===== src/rtl/ninja_disp_pkg.sv =====
// Shared display constants for the NinjaReflex 7-segment drivers.
// Segment patterns are active-low, ordered {dp,g,f,e,d,c,b,a}.
package ninja_disp_pkg;

  localparam int CODE_W = 5;

  // Non-hex glyph codes; 0x00-0x0F are plain hex digits.
  localparam logic [CODE_W-1:0] CODE_BLANK     = 5'h10;
  localparam logic [CODE_W-1:0] CODE_DASH      = 5'h11;
  localparam logic [CODE_W-1:0] CODE_ACT_UP    = 5'h12;
  localparam logic [CODE_W-1:0] CODE_ACT_DOWN  = 5'h13;
  localparam logic [CODE_W-1:0] CODE_ACT_LEFT  = 5'h14;
  localparam logic [CODE_W-1:0] CODE_ACT_RIGHT = 5'h15;
  localparam logic [CODE_W-1:0] CODE_ALL       = 5'h1F;

  localparam logic [7:0] SEG_OFF = 8'hFF;
  localparam logic [7:0] SEG_ALL = 8'h00;

endpackage


===== src/rtl/seg_decoder.sv =====
// Combinational glyph decoder: 5-bit display code plus decimal point to an
// active-low {dp,g,f,e,d,c,b,a} pattern. Unknown codes decode to blank.
module seg_decoder
  import ninja_disp_pkg::*;
(
  input  logic [CODE_W-1:0] code_i,
  input  logic              dp_i,
  output logic [7:0]        seg_o
);

  logic [7:0] pat;

  // Look up the glyph, then clear bit 7 when the decimal point is lit.
  always_comb begin
    pat = SEG_OFF;
    case (code_i)
      5'h00:          pat = 8'hC0;
      5'h01:          pat = 8'hF9;
      5'h02:          pat = 8'hA4;
      5'h03:          pat = 8'hB0;
      5'h04:          pat = 8'h99;
      5'h05:          pat = 8'h92;
      5'h06:          pat = 8'h82;
      5'h07:          pat = 8'hF8;
      5'h08:          pat = 8'h80;
      5'h09:          pat = 8'h90;
      5'h0A:          pat = 8'h88;
      5'h0B:          pat = 8'h83;
      5'h0C:          pat = 8'hC6;
      5'h0D:          pat = 8'hA1;
      5'h0E:          pat = 8'h86;
      5'h0F:          pat = 8'h8E;
      CODE_BLANK:     pat = SEG_OFF;
      CODE_DASH:      pat = 8'hBF;
      CODE_ACT_UP:    pat = 8'hFE;
      CODE_ACT_DOWN:  pat = 8'hF7;
      CODE_ACT_LEFT:  pat = 8'hCF;
      CODE_ACT_RIGHT: pat = 8'hF9;
      CODE_ALL:       pat = SEG_ALL;
      default:        pat = SEG_OFF;
    endcase
    seg_o = dp_i ? {1'b0, pat[6:0]} : pat;
  end

endmodule


===== src/rtl/seg_scan_driver.sv =====
// Time-multiplexed N-digit 7-segment scanner with anti-ghost dead time,
// frame-synchronous digit updates, per-digit blink and a game-over override.
// Counters describe the slot position being prepared; node/segment/frame_start
// register that position, so they show it one cycle later. Consequently the
// frame boundary (counters at slot 0 of digit 0) is the cycle before frame_start.
// Update handshake: load is a single-cycle strobe with no back-pressure; it
// always lands in staging, and staging moves to shadow only at a frame boundary
// while pending is set, so a frame never mixes old and new digits.
module seg_scan_driver
  import ninja_disp_pkg::*;
#(
  parameter int N_DIGITS     = 4,
  parameter int SCAN_DIV     = 16384,
  parameter int DEAD_CYC     = 64,
  parameter int BLINK_FRAMES = 32
) (
  input  logic                         clk,
  input  logic                         rst,
  input  logic [N_DIGITS*CODE_W-1:0]   digit_code,
  input  logic [N_DIGITS-1:0]          digit_dp,
  input  logic [N_DIGITS-1:0]          blink_mask,
  input  logic                         load,
  input  logic                         force_all,
  output logic [N_DIGITS-1:0]          node,
  output logic [7:0]                   segment,
  output logic                         frame_start
);

  localparam int SLOT_W = (SCAN_DIV > 1) ? $clog2(SCAN_DIV) : 1;
  localparam int IDX_W  = (N_DIGITS > 1) ? $clog2(N_DIGITS) : 1;
  localparam int FRM_W  = (BLINK_FRAMES > 1) ? $clog2(BLINK_FRAMES) : 1;

  localparam logic [SLOT_W-1:0]   SLOT_LAST = SLOT_W'(SCAN_DIV - 1);
  localparam logic [SLOT_W-1:0]   DEAD_LIM  = SLOT_W'(DEAD_CYC);
  localparam logic [IDX_W-1:0]    IDX_LAST  = IDX_W'(N_DIGITS - 1);
  localparam logic [FRM_W-1:0]    FRM_LAST  = FRM_W'(BLINK_FRAMES - 1);
  localparam logic [N_DIGITS-1:0] NODE_ONE  = N_DIGITS'(1);

  logic [SLOT_W-1:0]          slot_q, slot_d;
  logic [IDX_W-1:0]           idx_q, idx_d;
  logic [FRM_W-1:0]           frm_q, frm_d;
  logic                       blink_on_q, blink_on_d;
  logic                       pending_q, pending_d;
  logic [N_DIGITS*CODE_W-1:0] stg_code_q, stg_code_d, shd_code_q, shd_code_d;
  logic [N_DIGITS-1:0]        stg_dp_q, stg_dp_d, shd_dp_q, shd_dp_d;
  logic [N_DIGITS-1:0]        stg_mask_q, stg_mask_d, shd_mask_q, shd_mask_d;
  logic [N_DIGITS-1:0]        node_q, node_d;
  logic [7:0]                 seg_q, seg_d;
  logic                       fs_q, fs_d;

  logic                       boundary;
  logic                       dead;
  logic [CODE_W-1:0]          cur_code;
  logic                       cur_dp;
  logic                       cur_blink;
  logic [7:0]                 dec_seg;

  seg_decoder u_dec (
    .code_i (cur_code),
    .dp_i   (cur_dp),
    .seg_o  (dec_seg)
  );

  // Next-state for counters, staging/shadow handshake, blink and output pattern.
  always_comb begin
    boundary   = (slot_q == '0) && (idx_q == '0);
    dead       = (slot_q < DEAD_LIM);

    slot_d     = (slot_q == SLOT_LAST) ? '0 : slot_q + 1'b1;
    idx_d      = idx_q;
    if (slot_q == SLOT_LAST) idx_d = (idx_q == IDX_LAST) ? '0 : idx_q + 1'b1;

    frm_d      = frm_q;
    blink_on_d = blink_on_q;
    if (boundary) begin
      if (frm_q == FRM_LAST) begin
        frm_d      = '0;
        blink_on_d = ~blink_on_q;
      end else begin
        frm_d      = frm_q + 1'b1;
      end
    end

    // Shadow takes the staging contents that existed before this cycle's load.
    shd_code_d = shd_code_q;
    shd_dp_d   = shd_dp_q;
    shd_mask_d = shd_mask_q;
    if (boundary && pending_q) begin
      shd_code_d = stg_code_q;
      shd_dp_d   = stg_dp_q;
      shd_mask_d = stg_mask_q;
    end

    stg_code_d = load ? digit_code : stg_code_q;
    stg_dp_d   = load ? digit_dp   : stg_dp_q;
    stg_mask_d = load ? blink_mask : stg_mask_q;
    pending_d  = load ? 1'b1 : (boundary ? 1'b0 : pending_q);

    cur_code   = shd_code_d[int'(idx_q)*CODE_W +: CODE_W];
    cur_dp     = shd_dp_d[idx_q];
    cur_blink  = shd_mask_d[idx_q];

    node_d     = dead ? '1 : ~(NODE_ONE << idx_q);
    if (dead)                          seg_d = SEG_OFF;
    else if (force_all)                seg_d = SEG_ALL;
    else if (cur_blink && !blink_on_d) seg_d = SEG_OFF;
    else                               seg_d = dec_seg;
    fs_d       = boundary;
  end

  // Scan counters and blink phase.
  always_ff @(posedge clk) begin
    if (rst) begin
      slot_q     <= '0;
      idx_q      <= '0;
      frm_q      <= '0;
      blink_on_q <= 1'b1;
    end else begin
      slot_q     <= slot_d;
      idx_q      <= idx_d;
      frm_q      <= frm_d;
      blink_on_q <= blink_on_d;
    end
  end

  // Staging and shadow registers with the load-pending flag.
  always_ff @(posedge clk) begin
    if (rst) begin
      stg_code_q <= {N_DIGITS{CODE_BLANK}};
      stg_dp_q   <= '0;
      stg_mask_q <= '0;
      shd_code_q <= {N_DIGITS{CODE_BLANK}};
      shd_dp_q   <= '0;
      shd_mask_q <= '0;
      pending_q  <= 1'b0;
    end else begin
      stg_code_q <= stg_code_d;
      stg_dp_q   <= stg_dp_d;
      stg_mask_q <= stg_mask_d;
      shd_code_q <= shd_code_d;
      shd_dp_q   <= shd_dp_d;
      shd_mask_q <= shd_mask_d;
      pending_q  <= pending_d;
    end
  end

  // Output register: anodes, segments and frame pulse change together.
  always_ff @(posedge clk) begin
    if (rst) begin
      node_q <= '1;
      seg_q  <= SEG_OFF;
      fs_q   <= 1'b0;
    end else begin
      node_q <= node_d;
      seg_q  <= seg_d;
      fs_q   <= fs_d;
    end
  end

  assign node        = node_q;
  assign segment     = seg_q;
  assign frame_start = fs_q;

endmodule

===== config.mk =====
export PLATFORM = sky130hd
export DESIGN_NAME = seg_scan_driver
export DESIGN_NICKNAME = d
export VERILOG_FILES = /design/src/rtl/ninja_disp_pkg.sv /design/src/rtl/seg_decoder.sv /design/src/rtl/seg_scan_driver.sv
export SDC_FILE = /design/constraint.sdc
export NUM_CORES = 1
export LEC_CHECK = 0
export ABC_AREA = 0
export CAP_MARGIN = 20
export CORE_MARGIN = 3
export CORE_UTILIZATION = 57
export CTS_BUF_LIST = sky130_fd_sc_hd__clkbuf_16
export DETAILED_ROUTE_END_ITERATION = 10
export PLACE_DENSITY = 0.8
export SLEW_MARGIN = 30
export SYNTH_ARGS = -nofsm -noshare
export SYNTH_HDL_FRONTEND = slang
export SYNTH_HIERARCHICAL = 1
export SYNTH_SLANG_ARGS = --single-unit

===== constraint.sdc =====
create_clock -name clk -period 4 [get_ports clk]
set_input_delay 0.8 -clock clk [delete_from_list [all_inputs] [get_ports clk]]
set_output_delay 0.8 -clock clk [all_outputs]
set_load 0.02 [all_outputs]

=== Word level (Yosys, flattened, before mapping) ===
Memories as Yosys holds them, arrays and structs flattened.
Index checks and enable logic that the tools add are counted.

* Add/sub/neg operators: 3
* Multipliers: 1
* Order comparisons: 2
* Equality and inequality tests: 3
* Shift-type cells: 2
* Multiplexer cells: 16
* Bitwise gates (word level): 2
* Reduce and logical (&&, ||, !) cells: 9

{| class="wikitable"
|+ Operators with widths
! operator !! count
|-
| two-way mux 8 bit || 3
|-
| two-way mux 20 bit || 1
|-
| variable part select 20 x 6 -> 5 bit || 1
|-
| adder 14 x 1 -> 14 bit, second input constant || 1
|-
| equality test 14 bit, second input constant || 1
|-
| zero test 14 bit || 1
|-
| < comparator 14 x 7 -> 1 bit, second input constant || 1
|-
| two-way mux 4 bit || 2
|-
| two-way mux 1 bit || 6
|-
| adder 5 x 1 -> 5 bit, second input constant || 1
|-
| equality test 5 bit, second input constant || 1
|-
| multiplier 2 x 3 -> 5 bit, second input constant || 1
|-
| two-way mux 5 bit || 1
|-
| binary-select mux 1 bit (select 2 bit) || 2
|-
| inverter 4 bit || 1
|-
| OR reduction 2 bit || 2
|-
| left shift 1 x 2 -> 4 bit, first input constant || 1
|-
| logical AND 1 bit || 3
|-
| < comparator 2 x 3 -> 1 bit, second input constant || 1
|-
| adder 2 x 1 -> 2 bit, second input constant || 1
|-
| equality test 2 bit, second input constant || 1
|-
| zero test 2 bit || 1
|-
| two-way mux 2 bit || 1
|-
| nonzero test 2 bit || 1
|-
| other kinds (2) || 2
|}

* Flip-flop bits (word level): 92
* Memory bits (read-only): 256
* Input port bits: 32
* Output and inout port bits: 13
* Word-level logic and storage cells: 53
* Memories: 1

{| class="wikitable"
|+ Memories
! name !! depth !! bits a word !! read ports !! clocked after memory_dff !! wr ports !! line !! RTL
|-
| (name not given) || 32 || 8 || 1 || 0 || 0 || seg_decoder.sv:16 || <nowiki>case (code_i)</nowiki>
|}

=== Depth between registers and ports, before layout ===
Gate-level depths: netlist (run 1).

* Depth in word-level cells: 9
* Mapped depth: 15
* Gate-level depth less buffers: 12

=== By module ===
Netlist (run 1), hierarchy kept.

{| class="wikitable"
|+ Modules (own cells, without submodules)
! module !! instances !! cells each !! area each (µm²) !! sequential area each (µm²)
|-
| seg_scan_driver || 1 || 378 || 3,891.2 || 1,841.8
|-
| seg_decoder || 1 || 62 || 447.9 || 0.0
|}

=== Worst setup path before layout (run 1) ===
No wires, ideal clock.

* Kind: flip-flop to flip-flop
* Start: register idx_q[0]
* End: register seg_q[6] (netlist: segment[6])
* Setup time: 0.149 ns
* Arrival time: 3.366 ns
* Data required time: 3.851 ns
* Slack: 0.485 ns
* Cell stages (with the launch flop): 16
* Path buffers: 3
* Period minus slack after synthesis: 3.515 ns
* Cell sequence: dfxtp_1 > clkbuf_1 > buf_1 > inv_1 > ha_1 > nand3_1 > or4_1 > buf_2 > mux2_2 > inv_1 > ha_1 > or3b_1 > a21oi_1 > a31oi_1 > inv_1 > o221ai_1

* Longest elaborated chain between the ends: 9
* Elaborated cells on any way between the ends: 16
* Those cells by class: mul (1); shift (1); mux (8); reduce/logical (5); memory (1)

{| class="wikitable"
|+ Ends and longest elaborated chain
! element !! line !! RTL
|-
| from (decl) || seg_scan_driver.sv:40 || <nowiki>logic [IDX_W-1:0] idx_q, idx_d;</nowiki>
|-
| from (signal assigned) || seg_scan_driver.sv:120 || <nowiki>idx_q <= idx_d;</nowiki>
|-
| branches (longest 4 deep; another with multiplier 2 x 3 -> 5 bit) || n/a ||
|-
| variable part select 20 x 6 -> 5 bit * || seg_scan_driver.sv:99 || <nowiki>cur_code = shd_code_d[int'(idx_q)*CODE_W +: CODE_W];</nowiki>
|-
| via cur_code[1] || seg_scan_driver.sv:53 || <nowiki>logic [CODE_W-1:0] cur_code;</nowiki>
|-
| memory read (32 x 8 bit) * || n/a ||
|-
| two-way mux 8 bit * || seg_decoder.sv:42 || <nowiki>seg_o = dp_i ? {1'b0, pat[6:0]} : pat;</nowiki>
|-
| via dec_seg[6] || seg_scan_driver.sv:56 || <nowiki>logic [7:0] dec_seg;</nowiki>
|-
| two-way mux 8 bit * || seg_scan_driver.sv:106 || <nowiki>else if (cur_blink && !blink_on_d) seg_d = SEG_OFF;</nowiki>
|-
| two-way mux 8 bit * || seg_scan_driver.sv:105 || <nowiki>else if (force_all) seg_d = SEG_ALL;</nowiki>
|-
| to (signal assigned) || seg_scan_driver.sv:155 || <nowiki>seg_q <= seg_d;</nowiki>
|-
| to (decl) || seg_scan_driver.sv:48 || <nowiki>logic [7:0] seg_q, seg_d;</nowiki>
|}

Mark *: on every way through the listed nets, which the timed path passes. The select of a mux whose other input is x is not followed.
A chain may end at the register's enable or synchronous reset.

=== Worst setup path after layout (run 1) ===
* Start: register slot_q[5]
* End: register seg_q[2] (netlist: segment[2])

* Longest elaborated chain between the ends: 9
* Elaborated cells on any way between the ends: 17
* Those cells by class: order compare (1); shift (1); mux (8); reduce/logical (6); memory (1)

{| class="wikitable"
|+ Ends and longest elaborated chain
! element !! line !! RTL
|-
| from (decl) || seg_scan_driver.sv:39 || <nowiki>logic [SLOT_W-1:0] slot_q, slot_d;</nowiki>
|-
| from (signal assigned) || seg_scan_driver.sv:119 || <nowiki>slot_q <= slot_d;</nowiki>
|-
| zero test 14 bit || seg_scan_driver.sv:66 || <nowiki>boundary = (slot_q == '0) && (idx_q == '0);</nowiki>
|-
| logical AND 1 bit || seg_scan_driver.sv:66 ||
|-
| logical AND 1 bit || seg_scan_driver.sv:88 || <nowiki>if (boundary && pending_q) begin</nowiki>
|-
| two-way mux 20 bit || seg_scan_driver.sv:88 ||
|-
| variable part select 20 x 6 -> 5 bit || seg_scan_driver.sv:99 ||
|-
| via cur_code[2] || seg_scan_driver.sv:53 ||
|-
| memory read (32 x 8 bit) || n/a ||
|-
| two-way mux 8 bit || seg_decoder.sv:42 ||
|-
| via dec_seg[2] || seg_scan_driver.sv:56 ||
|-
| two-way mux 8 bit || seg_scan_driver.sv:106 ||
|-
| two-way mux 8 bit || seg_scan_driver.sv:105 ||
|}

The timed path passes the listed nets, and every way through them passes these cells. The select of a mux whose other input is x is not followed.

==> results of run 1 <==
## final cells by class
class,count,area share
Sequential cell,92,0.364
Multi-Input combinational cell,294,0.446
Timing Repair Buffer,48,0.0909
Clock inverter,6,0.0126
Clock buffer,9,0.0445
Tap cell,99,0.0245
Inverter,24,0.0178
## per-layer routing
layer / up-vias / routed length, um / part of all wire
li1: 1604 / - / -
met1: 1577 / 3950 / 0.45
met2: 81 / 4380 / 0.50
met3: 11 / 363 / 0.041
met4: 0 / 132 / 0.015
met5: - / 0 / 0
## power groups by stage
stage / registers, mW / clock network [mW] / logic (mW)
2_1_floorplan: 0.988 / 0 / 0.156
3_3_place_gp: 0.992 / 0 / 0.202
3_5_place_dp: 0.995 / 0 / 0.207
4_1_cts: 0.975 / 0.835 / 0.209
5_1_grt: 0.979 / 0.884 / 0.229
6_report: 0.976 / 0.821 / 0.209
## flip-flops by register name (all words and copies together), names as in the netlist
signal and flops:
pending_q 1, blink_on_q 1, stg_code_q 20, frame_start 1, stg_dp_q 4, shd_dp_q 4
node 4, stg_mask_q 4, frm_q 5, slot_q 14, shd_code_q 20, idx_q 2
segment 8, shd_mask_q 4
## cell usage in the layout, fill, tap and decap left out, types with 6 or more instances in the layout
cell type	Yosys	layout
nand3_1	9	9
o21ai_0	8	8
a31oi_1	6	6
ha_1	16	16
mux4_2	14	14
clkdlybuf4s50_1	0	42
nand2_1	18	18
o221ai_1	8	8
a21oi_1	8	8
inv_1	23	23
nor2_1	80	80
dfxtp_1	92	92
xor2_1	7	7
clkbuf_16	0	9
mux2i_1	59	59
mux2_2	7	7
## critical path, delay by kind of cell (launching register included)
family / cells / cell delay (ps)
AO/OA/AOI/OAI: 3 / 510
buffers and inverters: 3 / 560
flip-flops: 1 / 360
multiplexers: 1 / 520
AND/OR/NAND/NOR: 2 / 1410
## logic make-up after synthesis
| logic type | count (synthesis) | share of synthesized area |
|---|---|---|
| adder cells (fa/ha/maj) | 16 | 0.0461 |
| buffers and inverters | 54 | 0.0551 |
| multiplexers | 80 | 0.227 |
| flip-flops | 92 | 0.424 |
| AND/OR/NAND/NOR | 138 | 0.147 |
| AO/OA/AOI/OAI | 48 | 0.0761 |
| XOR/XNOR | 12 | 0.0242 |
## stage by stage
step | setup WS (ps) | utilization | hold WS [ps] | cells
after floorplan | 485 | - | 425 | 440
after global placement | 575 | 0.651 | 435 | 557
after detailed placement | 513 | 0.651 | 449 | 557
after CTS | 492 | 0.691 | 463 | 572
after global routing | 292 | 0.691 | 482 | 572
final | 448 | 0.691 | 463 | 572
## worst max-delay path by stage
stage / from / end / slack, ps / cells after the start
global placement: slot_q[10] / segment[3] / 580 / 9
detailed placement: slot_q[5] / segment[2] / 510 / 9
CTS: slot_q[5] / segment[2] / 490 / 9
global route: slot_q[5] / segment[6] / 290 / 9
floorplan: idx_q[0] / segment[6] / 490 / 15
finish: slot_q[5] / segment[2] / 450 / 9
==> results.json, run 1 <==
{
  "final.min_clock_period_ps": 3550,
  "wirelength_mm": 8.83,
  "antenna_found_initial": 0,
  "postPlaceCellArea_um2": 4780,
  "max-cap-violations": 0,
  "postSynth.topFlopCell": "dfxtp_1",
  "worst_hold_path.endpoint": "shd_code_q[4]",
  "internal-power_mw": 1.53,
  "global_route.overflow_total": 0,
  "worstSetupPathType": "reg2reg",
  "tritoncts": "yes",
  "drc": 0,
  "hold_path.class": "reg2reg",
  "dieHeight_um": 93.3,
  "critPathRequiredTime_ps": 4170,
  "max_slew.worst_pin.slew_ps": 859,
  "globalRouteMet3Util": 0.0507,
  "holdBufCountCts": 0,
  "floorplan.core_area_um2": 7330,
  "yosys.cell_count.top_type": "dfxtp_1",
  "fin_total_pwr_mw": 2.00,
  "netlist.area_leader.share": 0.424,
  "gp_congestion": 0.905,
  "drt_pre_antenna_iters": 4,
  "layout-area-overhead-vs-synth_pct": 16.7,
  "synth.lib_cells_used.distinct": 46,
  "globalRouteMet1Util": 0.280,
  "layout-drive-gt1-share": 0.101,
  "synth-async-reset-ratio": 0,
  "outcome": "complete, no violations",
  "drt-vias-per-instance": 5.72,
  "critPathMaxFanout": 33,
  "max_freq_mhz": 282,
  "detail-route-antenna-nets": 0,
  "kind_of_launch_point_of_the_worst_setup_path": "flip-flop",
  "power_switching_share": 0.235,
  "crit_path_frequent_cell": "inv_1",
  "worst_ir_drop_vdd_v": 0.000300,
  "setup.worst_path.end_class": "flip-flop",
  "timing.rr.end": "segment[2]",
  "crit_path_cell_trace": "or4_1, or4_2, buf_4, mux2_2, inv_1, a221oi_1, o22ai_1, inv_1, o221ai_1",
  "global_route.peak_usage_layer": "met2",
  "syn_nets": 488,
  "fillerInstances": 536,
  "floorplan.initialDensity": 0.592,
  "cts-root-to-sink-buffers": 2,
  "netlist_area_um2": 4340,
  "synth.yosys.warnings": 6,
  "power.combinational.fraction": 0.104,
  "report.final.slew_viol_count": 0,
  "slew-limit-headroom": 0.427,
  "yosys-top-cells-area": "dfxtp_1, mux2i_1, mux4_2",
  "cts_buffers": 9,
  "final.setup.tns_ps": 0,
  "leakagePower_nw": 2.18,
  "clk_latency_ps": 330,
  "route.vias.total": 3273,
  "die_area_um2": 8700,
  "reg2reg_depth": 9,
  "worstHoldStart": "shd_code_q[4]",
  "numPortBuffers": 44,
  "fin_worst_skew_ps": 4.70,
  "synth-edff-count": 0,
  "grt_max_degree": 47,
  "share_seq_of_total_power": 0.487,
  "clock-root-buffer": "clkbuf_16",
  "fin_nets": 517,
  "finish.instance_area_um2": 5060,
  "synth.top_cells.by_count": "dfxtp_1, nor2_1, mux2i_1",
  "number_of_levels_in_the_clock_h_tree": 3,
  "gr_usage_total": 0.219,
  "reg2reg_slack_ps": 450,
  "cts-resized-gates": 0,
  "initial_detailed_routing_violation_count": 208,
  "rsz0062_at_grt": "no",
  "synth_seq_area_share": 0.424,
  "route.detailed.wl_per_inst_um": 15.4,
  "clkPwrFrac": 0.409,
  "longest_individual_stage_delay_on_the_worst_path_ps": 790,
  "count_of_clock_tree_sinks": 92,
  "layout_worst_path_cycle_share": 0.888,
  "antenna_cells": 0,
  "syn_area_per_cell_um2": 9.86,
  "vias_in_the_first_global_route": 3228,
  "timing.critical_path.slowest_stage_cell": "or4_2",
  "hold_path_depth": 1,
  "cp.arrival_ps": 3720,
  "num_io_pins": 45,
  "grt_use_met2": 0.362,
  "placementRows": 31,
  "dieWidth_um": 93.3,
  "synth_seq_cells": 92,
  "area.sequential_um2": 1840,
  "final-hold-violation-count": 0,
  "setup_viol": 0,
  "multiInputGateArea_um2": 2260,
  "synth_top_area_cell": "dfxtp_1",
  "grt_pass1_wl_mm": 15.2,
  "dp_hpwl_mm": 6.07,
  "postCtsSetupBuffers": 0,
  "regToRegStartpoint": "slot_q[5]",
  "pwr_density_cell_nw_per_um2": 396,
  "number_of_instances_in_the_synthesized_netlist": 440,
  "worst_setup_hold_path_clk_slew_ps": 60,
  "net-switching-power_mw": 0.470
}
(Power assumes the default switching activity.)
==> inputs of run 2 (changes only) <==
--- a/config.mk
+++ b/config.mk
@@ -5,13 +5,13 @@
 export SDC_FILE = /design/constraint.sdc
 export NUM_CORES = 1
 export LEC_CHECK = 0
-export ABC_AREA = 0
 export CAP_MARGIN = 20
 export CORE_MARGIN = 3
 export CORE_UTILIZATION = 57
 export CTS_BUF_LIST = sky130_fd_sc_hd__clkbuf_16
 export DETAILED_ROUTE_END_ITERATION = 10
-export PLACE_DENSITY = 0.8
+export PLACE_DENSITY = 0.91
+export RECOVER_POWER = 50
 export SLEW_MARGIN = 30
 export SYNTH_ARGS = -nofsm -noshare
 export SYNTH_HDL_FRONTEND = slang
==> results.json, run 2 (synthesized netlist as in run 1, its figures left out) <==
{
  "layout_common_cells": "dfxtp_1, nor2_1, mux2i_1, clkdlybuf4s50_1, inv_1",
  "antenna_found_initial": 0,
  "grt_max_degree": 62,
  "setup.worst_path.end_class": "flip-flop",
  "vias_in_the_first_global_route": 3301,
  "max_slew.worst_pin.slew_ps": 2640,
  "layout-drive-gt1-share": 0.0992,
  "global_route.overflow_total": 0,
  "worst_setup_hold_path_clk_slew_ps": 60,
  "numPortBuffers": 44,
  "slew-limit-headroom": -0.762,
  "worst_hold_path.endpoint": "slot_q[0]",
  "biggestRegsByFlops": "shd_code_q x20, stg_code_q x20, slot_q x14",
  "cts-root-to-sink-buffers": 2,
  "rsz0062_at_grt": "no",
  "dieHeight_um": 93.3,
  "dp_hpwl_mm": 6.22,
  "dieWidth_um": 93.3,
  "fin_worst_skew_ps": 4.58,
  "gr_usage_total": 0.227,
  "route.vias.total": 3302,
  "count_of_clock_tree_sinks": 92,
  "drt_pre_antenna_iters": 5,
  "worstHoldStart": "slot_q[0]",
  "detail-route-antenna-nets": 0,
  "initial_detailed_routing_violation_count": 289,
  "report.final.slew_viol_count": 62,
  "gp_congestion": 0.865,
  "clock-root-buffer": "clkbuf_16",
  "final.setup.tns_ps": 0,
  "setup_viol": 0,
  "critPathRequiredTime_ps": 4170,
  "cts-resized-gates": 0,
  "number_of_levels_in_the_clock_h_tree": 3,
  "clk_latency_ps": 340,
  "placementRows": 31,
  "floorplan.initialDensity": 0.592,
  "hold_path.class": "reg2reg",
  "num_io_pins": 45,
  "tritoncts": "yes",
  "failing_checks": "max-capacitance violations, max-slew violations",
  "layout_worst_path_cycle_share": 0.877,
  "holdBufCountCts": 0,
  "layout-area-overhead-vs-synth_pct": 17.2,
  "kind_of_launch_point_of_the_worst_setup_path": "flip-flop",
  "die_area_um2": 8700,
  "cts_buffers": 9,
  "reg2reg_depth": 9,
  "layout.cells.most_common": "dfxtp_1",
  "max_freq_mhz": 285,
  "cp.arrival_ps": 3680,
  "fin_nets": 517,
  "pwr_density_cell_nw_per_um2": 409,
  "drc": 0,
  "route.detailed.wl_per_inst_um": 15.9,
  "hold_path_depth": 1,
  "timing.rr.end": "segment[4]",
  "reg2reg_slack_ps": 490,
  "antenna_cells": 0,
  "worstSetupPathType": "reg2reg",
  "worst_ir_drop_vdd_v": 0.000237,
  "finalCoreUtilization": 0.694,
  "wirelength_mm": 9.11,
  "regToRegStartpoint": "slot_q[7]",
  "postCtsSetupBuffers": 0,
  "final.min_clock_period_ps": 3510,
  "leakagePower_nw": 2.16,
  "floorplan.core_area_um2": 7330,
  "max-cap-violations": 1,
  "final-hold-violation-count": 0,
  "outcome": "finished, violations left",
  "drt-vias-per-instance": 5.76,
  "grt_pass1_wl_mm": 15.6,
  "critPathMaxFanout": 36
}
-- run 2: cell count changes in the layout (fill, tap and decap cells not counted), sizes merged --
cell	delta
clkdlybuf4s50	-12
inv	+1
buf	-1
clkinv	-3
dlygate4sd3	+12
clkinvlp	+2
clkbuf	+1
bufinv	+1
-- run 2: report_power, final --
| part | switching (mW) | total (mW) | internal, mW | leakage [nW] |
|---|---|---|---|---|
| Sequential | 0.0264 | 0.977 | 0.950 | 0.750 |
| Combinational | 0.108 | 0.212 | 0.104 | 1.25 |
| Clock | 0.344 | 0.888 | 0.545 | 0.151 |
-- run 2: routing by layer --
| layer | wire length (um) | vias to the layer above | track usage |
|---|---|---|---|
| met5 | 0 | - | 0 |
| li1 | - | 1599 | - |
| met2 | 4650 | 93 | 0.381 |
| met3 | 434 | 23 | 0.0426 |
| met4 | 212 | 0 | 0.0965 |
| met1 | 3810 | 1587 | 0.285 |
-- run 2: final cells by class --
class | count | area (um2)
Timing Repair Buffer | 48 | 457
Clock inverter | 7 | 91.3
Tap cell | 99 | 124
Inverter | 24 | 90.1
Clock buffer | 9 | 225
Sequential cell | 92 | 1840
Multi-Input combinational cell | 294 | 2260
Fill cell | 491 | 2250
-- run 2: how the worst max path moves through the flow --
stage,cells after the start,slack [ps],start,to
finish,9,490,slot_q[7],segment[4]
global route,4,260,rst,stg_code_q[19]
CTS,9,590,slot_q[10],segment[3]
detailed placement,9,610,slot_q[5],segment[3]
global placement,9,700,slot_q[10],segment[3]
floorplan,15,490,idx_q[0],segment[6]
-- run 2: stage by stage --
step / instance area, um2 / setup slack, ps / total power, mW / hold WS (ps) / instances
6_report: 5080 / 491 / 2.08 / 455 / 573
2_1_floorplan: 4340 / 485 / 1.14 / 425 / 440
4_1_cts: 5090 / 585 / 2.09 / 459 / 573
5_1_grt: 5080 / 256 / 2.15 / 503 / 573
3_5_place_dp: 4780 / 610 / 1.20 / 453 / 557
3_3_place_gp: 4780 / 700 / 1.19 / 436 / 557
-- run 2: critical path: stages (launching register included) --
cell,delay [ps]
dfxtp_1,340
or4_1,600
or4_2,750
buf_4,340
mux2_2,530
inv_1,160
a211oi_1,350
a21oi_1,90
inv_1,70
o221ai_1,100
